[config.mk]
export PLATFORM = sky130hd
export DESIGN_NAME = line_steer_pwm
export DESIGN_NICKNAME = d
export VERILOG_FILES = /design/src/rtl/line_steer_pwm.sv
export SDC_FILE = /design/constraint.sdc
export NUM_CORES = 1
export LEC_CHECK = 0
export CORE_MARGIN = 2
export CORE_UTILIZATION = 35
export CTS_BUF_LIST = sky130_fd_sc_hd__clkbuf_16
export CTS_CLUSTER_SIZE = 30
export DETAILED_ROUTE_END_ITERATION = 6
export GPL_ROUTABILITY_DRIVEN = 0
export PLACE_DENSITY = 0.62
export SLEW_MARGIN = 20
export SYNTH_ARGS = -nofsm -noshare
export SYNTH_HDL_FRONTEND = slang
export SYNTH_SLANG_ARGS = --single-unit
export TNS_END_PERCENT = 10
[constraint.sdc]
create_clock -name clk -period 8.9 [get_ports clk]
set_input_delay 1.78 -clock clk [delete_from_list [all_inputs] [get_ports clk]]
set_output_delay 1.78 -clock clk [all_outputs]
set_load 0.05 [all_outputs]
[src/rtl/line_steer_pwm.sv]
// Per-frame PD steering with lost-line recovery, driving two shadow-buffered motor PWMs.
// Latency: targets/update_pulse 2 clk after frame_pulse; active duties follow at the next counter wrap.
module line_steer_pwm #(
    parameter int PWM_BITS      = 10,
    parameter int BASE_DUTY     = 512,
    parameter int KP            = 4,
    parameter int KD            = 2,
    parameter int SHIFT         = 3,
    parameter int LOST_FRAMES   = 8,
    parameter int SEARCH_FRAMES = 60,
    parameter int SEARCH_DUTY   = 300
) (
    input  logic                clk,
    input  logic                reset_n,
    input  logic                enable,
    input  logic                frame_pulse,
    input  logic [15:0]         error,
    input  logic                detected,
    input  logic                half_break,
    output logic [PWM_BITS-1:0] duty_left,
    output logic [PWM_BITS-1:0] duty_right,
    output logic                pwm_left,
    output logic                pwm_right,
    output logic [1:0]          state,
    output logic                stopped,
    output logic                update_pulse
);
    typedef enum logic [2:0] {S_IDLE, S_TRACK, S_COAST, S_SEARCH, S_STOP} st_e;
    typedef enum logic [1:0] {M_CALC, M_SPIN_POS, M_SPIN_NEG, M_ZERO} mode_e;

    localparam logic [PWM_BITS-1:0] CNT_MAX    = '1;
    localparam logic [PWM_BITS-1:0] SEARCH_D   = PWM_BITS'(SEARCH_DUTY);
    localparam logic signed [23:0]  KP_S       = 24'(KP);
    localparam logic signed [23:0]  KD_S       = 24'(KD);
    localparam logic signed [23:0]  BASE_FULL  = 24'(BASE_DUTY);
    localparam logic signed [23:0]  BASE_HALF  = 24'(BASE_DUTY >> 1);
    localparam logic signed [23:0]  DUTY_MAX_S = 24'((1 << PWM_BITS) - 1);
    localparam logic [6:0]          LOST_C     = 7'(LOST_FRAMES);
    localparam logic [6:0]          SEARCH_C   = 7'(SEARCH_FRAMES);

    st_e                  st_q, st_d;
    logic [6:0]           lost_q, lost_d, lost_inc;
    logic signed [15:0]   prev_q, prev_d, prev_eff;
    logic signed [16:0]   diff;
    logic signed [23:0]   err_x, diff_x, sum_c;
    logic                 s1_vld_q, s1_vld_d, s1_half_q;
    mode_e                s1_mode_q, s1_mode_d;
    logic signed [23:0]   s1_sum_q, corr, base, left_raw, right_raw;
    logic [PWM_BITS-1:0]  tgt_l_q, tgt_l_d, tgt_r_q, tgt_r_d;
    logic                 upd_q, upd_d;
    logic [PWM_BITS-1:0]  cnt_q, cnt_d, duty_l_q, duty_l_d, duty_r_q, duty_r_d;
    logic                 pwm_l_q, pwm_r_q;

    function automatic logic [PWM_BITS-1:0] clamp(input logic signed [23:0] v);
        if (v < 0)               return '0;
        else if (v > DUTY_MAX_S) return CNT_MAX;
        else                     return v[PWM_BITS-1:0];
    endfunction

    // Re-entering TRACK seeds the derivative history with the current error so d = 0.
    assign prev_eff = (st_q == S_TRACK) ? prev_q : error;
    assign diff     = {error[15], error} - {prev_eff[15], prev_eff};
    assign err_x    = {{8{error[15]}}, error};
    assign diff_x   = {{7{diff[16]}}, diff};
    assign sum_c    = KP_S * err_x + KD_S * diff_x;
    assign lost_inc = lost_q + 7'd1;

    always_comb begin
        st_d      = st_q;
        lost_d    = lost_q;
        prev_d    = prev_q;
        s1_vld_d  = 1'b0;
        s1_mode_d = M_CALC;
        if (!enable) begin
            st_d   = S_IDLE;
            lost_d = '0;
        end else if (frame_pulse) begin
            if (detected) begin
                st_d     = S_TRACK;
                lost_d   = '0;
                prev_d   = error;
                s1_vld_d = 1'b1;
            end else begin
                case (st_q)
                    S_TRACK: begin
                        st_d   = S_COAST;
                        lost_d = 7'd1;
                    end
                    S_COAST: begin
                        lost_d = lost_inc;
                        if (lost_inc == LOST_C) begin
                            st_d      = S_SEARCH;
                            lost_d    = '0;
                            s1_vld_d  = 1'b1;
                            s1_mode_d = prev_q[15] ? M_SPIN_NEG : M_SPIN_POS;
                        end
                    end
                    S_SEARCH: begin
                        lost_d = lost_inc;
                        if (lost_inc == SEARCH_C) begin
                            st_d      = S_STOP;
                            s1_vld_d  = 1'b1;
                            s1_mode_d = M_ZERO;
                        end
                    end
                    default: ;
                endcase
            end
        end
    end

    assign corr      = s1_sum_q >>> SHIFT;
    assign base      = s1_half_q ? BASE_HALF : BASE_FULL;
    assign left_raw  = base + corr;
    assign right_raw = base - corr;

    always_comb begin
        tgt_l_d = tgt_l_q;
        tgt_r_d = tgt_r_q;
        upd_d   = 1'b0;
        if (!enable) begin
            tgt_l_d = '0;
            tgt_r_d = '0;
        end else if (s1_vld_q) begin
            upd_d = 1'b1;
            case (s1_mode_q)
                M_CALC:     begin tgt_l_d = clamp(left_raw); tgt_r_d = clamp(right_raw); end
                M_SPIN_POS: begin tgt_l_d = SEARCH_D;        tgt_r_d = '0;               end
                M_SPIN_NEG: begin tgt_l_d = '0;              tgt_r_d = SEARCH_D;         end
                default:    begin tgt_l_d = '0;              tgt_r_d = '0;               end
            endcase
        end
    end

    // Shadow targets reach the active duty only at the wrap, so a period is never cut short.
    always_comb begin
        cnt_d    = cnt_q + PWM_BITS'(1);
        duty_l_d = (cnt_q == CNT_MAX) ? tgt_l_q : duty_l_q;
        duty_r_d = (cnt_q == CNT_MAX) ? tgt_r_q : duty_r_q;
    end

    always_ff @(posedge clk) begin
        if (!reset_n) begin
            st_q      <= S_IDLE;
            lost_q    <= '0;
            prev_q    <= '0;
            s1_vld_q  <= 1'b0;
            s1_mode_q <= M_CALC;
            s1_sum_q  <= '0;
            s1_half_q <= 1'b0;
            tgt_l_q   <= '0;
            tgt_r_q   <= '0;
            upd_q     <= 1'b0;
            cnt_q     <= '0;
            duty_l_q  <= '0;
            duty_r_q  <= '0;
            pwm_l_q   <= 1'b0;
            pwm_r_q   <= 1'b0;
        end else begin
            st_q      <= st_d;
            lost_q    <= lost_d;
            prev_q    <= prev_d;
            s1_vld_q  <= s1_vld_d;
            s1_mode_q <= s1_mode_d;
            s1_sum_q  <= sum_c;
            s1_half_q <= half_break;
            tgt_l_q   <= tgt_l_d;
            tgt_r_q   <= tgt_r_d;
            upd_q     <= upd_d;
            cnt_q     <= cnt_d;
            duty_l_q  <= duty_l_d;
            duty_r_q  <= duty_r_d;
            pwm_l_q   <= (cnt_d < duty_l_d);
            pwm_r_q   <= (cnt_d < duty_r_d);
        end
    end

    assign duty_left    = duty_l_q;
    assign duty_right   = duty_r_q;
    assign pwm_left     = pwm_l_q;
    assign pwm_right    = pwm_r_q;
    assign update_pulse = upd_q;
    assign stopped      = (st_q == S_STOP);
    assign state        = (st_q == S_IDLE)  ? 2'd0 :
                          (st_q == S_TRACK) ? 2'd1 :
                          (st_q == S_COAST) ? 2'd2 : 2'd3;
endmodule

==> summary.md <==
| Metric | Value |
|---|---|
| Outcome | complete, no violations |
| Max_cap viols | 0 |
| Post-CTS sizing | 0 |
| Nets | 860 |
| Vias in the first global route | 4836 |
| GR Util met2 | 0.2470 |
| Busiest grt layer | met2 |
| Worst-margin pin slew | 987.6 ps |
| GR Util met3 | 0.03695 |
| ANT cells | 0 |
| Starting DRT DRC Count | 170 |
| Clk_lat worst skew | around 350 ps |
| DRC | 0 |
| Clock root cell | clkbuf_16 |
| Most used cell, CP | a21o_1 |
| Peak VDD IR | 0.1402 mV |
| Yosys warns | 0 |
| Final hold violations | 0 |
| Crit Path Max Fanout | 6 |
| Post-DP HPWL | about 11000 microns |
| Register area share after synthesis | 0.3119 |
| Synthesized flop and latch total | ~100 |
| FMAX | 189.6 MHz |
| Slew Limit Headroom | 0.3416 |
| Die area | 19250 sq um |
| Post-CTS Setup Repair Bufs | 0 |
| Max incr delay on CP | 600 ps |
| Syn_nets | 827 |
| WL/cell | 13.77 microns |
| Total CTS buffers | 9 |
| Routed Antenna Nets | 0 |
| Mapped Area | between 6000 and 7000 sq um |
| Grt ovf | 0 |
| Antenna violations before repair | 0 |
| Post-synth ARST share | 0 |
| Drt total wl | between 10000 and 15000 microns |
| Post-synth cell types | between 70 and 80 |
| Boundary pin count | 48 |
| Clock Tree Buf Depth | 2 |
| Synth Area in Compound Gates | 0.2111 |
| Crit. End Element | flip-flop |
| CP max stage cell | clkdlybuf4s50_1 |
| Worst hold path type | reg2reg |
| Number of placed cells counting well taps | 997 |
| GR Util All Layers | 0.1486 |
| Die H | approximately 140 microns |
| Non-filler cells, final | 1013 |
| Row cnt | 49 |
| Final Worst Setup Slack | between 3000 and 4000 ps |
| Crit path DAT | between 5000 and 6000 ps |
| Crit path launch type | input pin |
| Fin Setup TNS | 0 ps |
| Hold_buf cts | 0 |
| Tcrit/Tclk final | 0.5926 |
| Tmin final | 5274 ps |
| Clock transition at path regs | around 60 ps |
| Place WS | roughly 3300 ps |
| Share of layout cells above drive strength 1 | 0.05102 |
| Prevailing post-synth register cell | dfxtp_1 |
| Clk sinks | 99 |
| Fin Clk Skew | 5.947 ps |
| Pwr dens | about 180 nW/um^2 |
| Initial Util | 0.3550 |
| Largest net degree at the start of global routing | 37 |
| Post-synthesis xor/xnor area fraction | 0.04686 |
| Post-Synth Adder-Cell Area | 0.1185 |
| Post-synthesis mux area share | 0.06202 |
| EDFF count, synth | 0 |
| PortBufs | between 40 and 50 |
| Syn_area_per_cell | 8.519 sq um |
| CTS tree | yes |
| Post-Synth Simple-Gate Area | 0.2170 |
| Die width | 138.7 microns |
| RSZ-0062 raised after global routing | no |
| CP Data Required Time | 9130 ps |
| Path type of the worst setup path | in2reg |
| GR Layer Usage met1 | 0.1977 |
| Via count | 5229 |
| Combinational family with the most area after synthesis | simple AND/OR/NAND/NOR gates |
| First-pass GRT wire length | 23820 microns |
| Vias/cell | 5.162 |
| Core ar. | 17900 sq um |
| Syn-to-layout area delta | 14.41% |
| Pre-Repair DR Iteration Count | 4 |
| Syn Inst Count | 746 |
| Critical-path cell list | clkdlybuf4s50_1 > mux2i_1 > ha_1 > o21ai_4 > a2111oi_4 > a211oi_2 > nor2_1 > xor2_1 > ha_1 > a21o_1 > a21o_1 > a21o_1 > a21oi_1 > a2111o_1 > nand3_1 |
| Layout fillers | 1848 |
| Final setup fails | 0 |
| Leak | approximately 0.0029 uW |
| Slew Limit Fails | 0 |
| H-tree levels | 3 |
[sequential cells by signal, indices dropped and copies added, names as in the netlist]
signal,count
duty_right,10
s1_mode_q,2
s1_half_q,1
lost_q,7
s1_sum_q,16
st_q,3
prev_q,16
update_pulse,1
pwm_left,1
s1_vld_q,1
duty_left,10
cnt_q,10
tgt_l_q,10
pwm_right,1
tgt_r_q,10
[critical path: cells and delay by family]
family | cells | cell delay (ps)
simple gates | 2 | 210
fa+ha+maj | 2 | 730
compound gates | 8 | 1860
xor+xnor | 1 | 190
mux | 1 | 130
buf+inv | 1 | 600
[report_power, final]
group	internal, uW	switching, uW
clock	186	166
combinational	199	260
sequential	474	48.6
[through the flow]
step	area (sq um)	util	power (uW)	hold WS [ps]
after floorplan	6355	-	893.8	435.7
after global placement	7007	0.3914	988.9	442.8
after detailed placement	7007	0.3914	991.0	448.0
after CTS	7271	0.4061	1347	456.8
after global routing	7271	0.4061	1429	472.0
final	7271	0.4061	1334	452.6
[worst paths after layout]
path,slack [ps],start,end,cells after the start
worst min-delay path,450,prev_q[6]$_SDFFE_PN0P_,prev_q[6]$_SDFFE_PN0P_,2
worst min register to register,450,prev_q[6]$_SDFFE_PN0P_,prev_q[6]$_SDFFE_PN0P_,2
worst max register to register,4220,st_q[0]$_SDFFE_PN0P_,s1_sum_q[17]$_SDFF_PN0_,15
worst max-delay path,3630,error[1],s1_sum_q[17]$_SDFF_PN0_,15
[cell usage after synthesis, types with 5 or more instances]
master / number / area [sq um]
o31ai_1: 12 / 90.09
a21oi_1: 57 / 285.3
o21ai_0: 35 / 175.2
or2_2: 5 / 31.28
nor3b_1: 6 / 45.04
o21bai_1: 6 / 45.04
nand3_1: 23 / 115.1
nand2b_1: 14 / 87.58
o21a_1: 9 / 67.56
dfxtp_1: 99 / 1982
o22ai_1: 7 / 43.79
a211oi_1: 7 / 52.55
nor2b_1: 15 / 93.84
nor3_1: 16 / 80.08
nor4_1: 5 / 31.28
xnor2_1: 15 / 131.4
mux2i_1: 36 / 360.4
clkbuf_1: 19 / 71.32
xor2_1: 19 / 166.4
a21o_1: 16 / 120.1
and2_1: 15 / 93.84
ha_1: 57 / 713.2
nand3b_1: 9 / 67.56
nand2_1: 72 / 270.3
a31oi_1: 8 / 50.05
inv_1: 20 / 75.07
and3_1: 8 / 50.05
nor2_1: 63 / 236.5
[cell type report]
type | count | area, sq um | share of cell area
clock buffers | 9 | 225.2 | 0.03098
clock inverters | 7 | 38.79 | 0.005335
inverters | 20 | 75.07 | 0.01033
multi-input cells | 599 | 4170 | 0.5736
flip-flops and latches | 99 | 1982 | 0.2726
well taps | 229 | 286.5 | 0.03941
repair buffers | 50 | 493.0 | 0.06780
[layer usage]
metal  share of wire  vias to the layer above
li1                -                     2768
met1            0.50                     2383
met2            0.46                       70
met3           0.034                        8
met4           0.010                        0
met5               0                        -
[cell families (layout without fill, tap and decap cells)]
logic type                 Yosys count  in the layout
DFF                                 99             99
adders and majority gates           59             59
muxes                               39             39
xor gates and xnor gates            34             34
and+or+nand+nor                    271            271
AOI/OAI and AO/OA                  196            196
buffers and inverters               48             86
[placed cells by master (no fill, tap or decap), types with 12 or more instances in the layout]
| cell type | Yosys | routed |
|---|---|---|
| nor3_1 | 16 | 15 |
| nand3_1 | 23 | 23 |
| xor2_1 | 19 | 19 |
| a21o_1 | 16 | 16 |
| and2_1 | 15 | 15 |
| dfxtp_1 | 99 | 99 |
| nand2_1 | 72 | 72 |
| xnor2_1 | 15 | 15 |
| nor2_1 | 63 | 63 |
| nand2b_1 | 14 | 14 |
| ha_1 | 57 | 57 |
| o31ai_1 | 12 | 12 |
| nor2b_1 | 15 | 15 |
| a21oi_1 | 57 | 57 |
| mux2i_1 | 36 | 36 |
| inv_1 | 20 | 23 |
| clkdlybuf4s50_1 | 0 | 47 |
| o21ai_0 | 35 | 35 |
(Power assumes the default switching activity.)
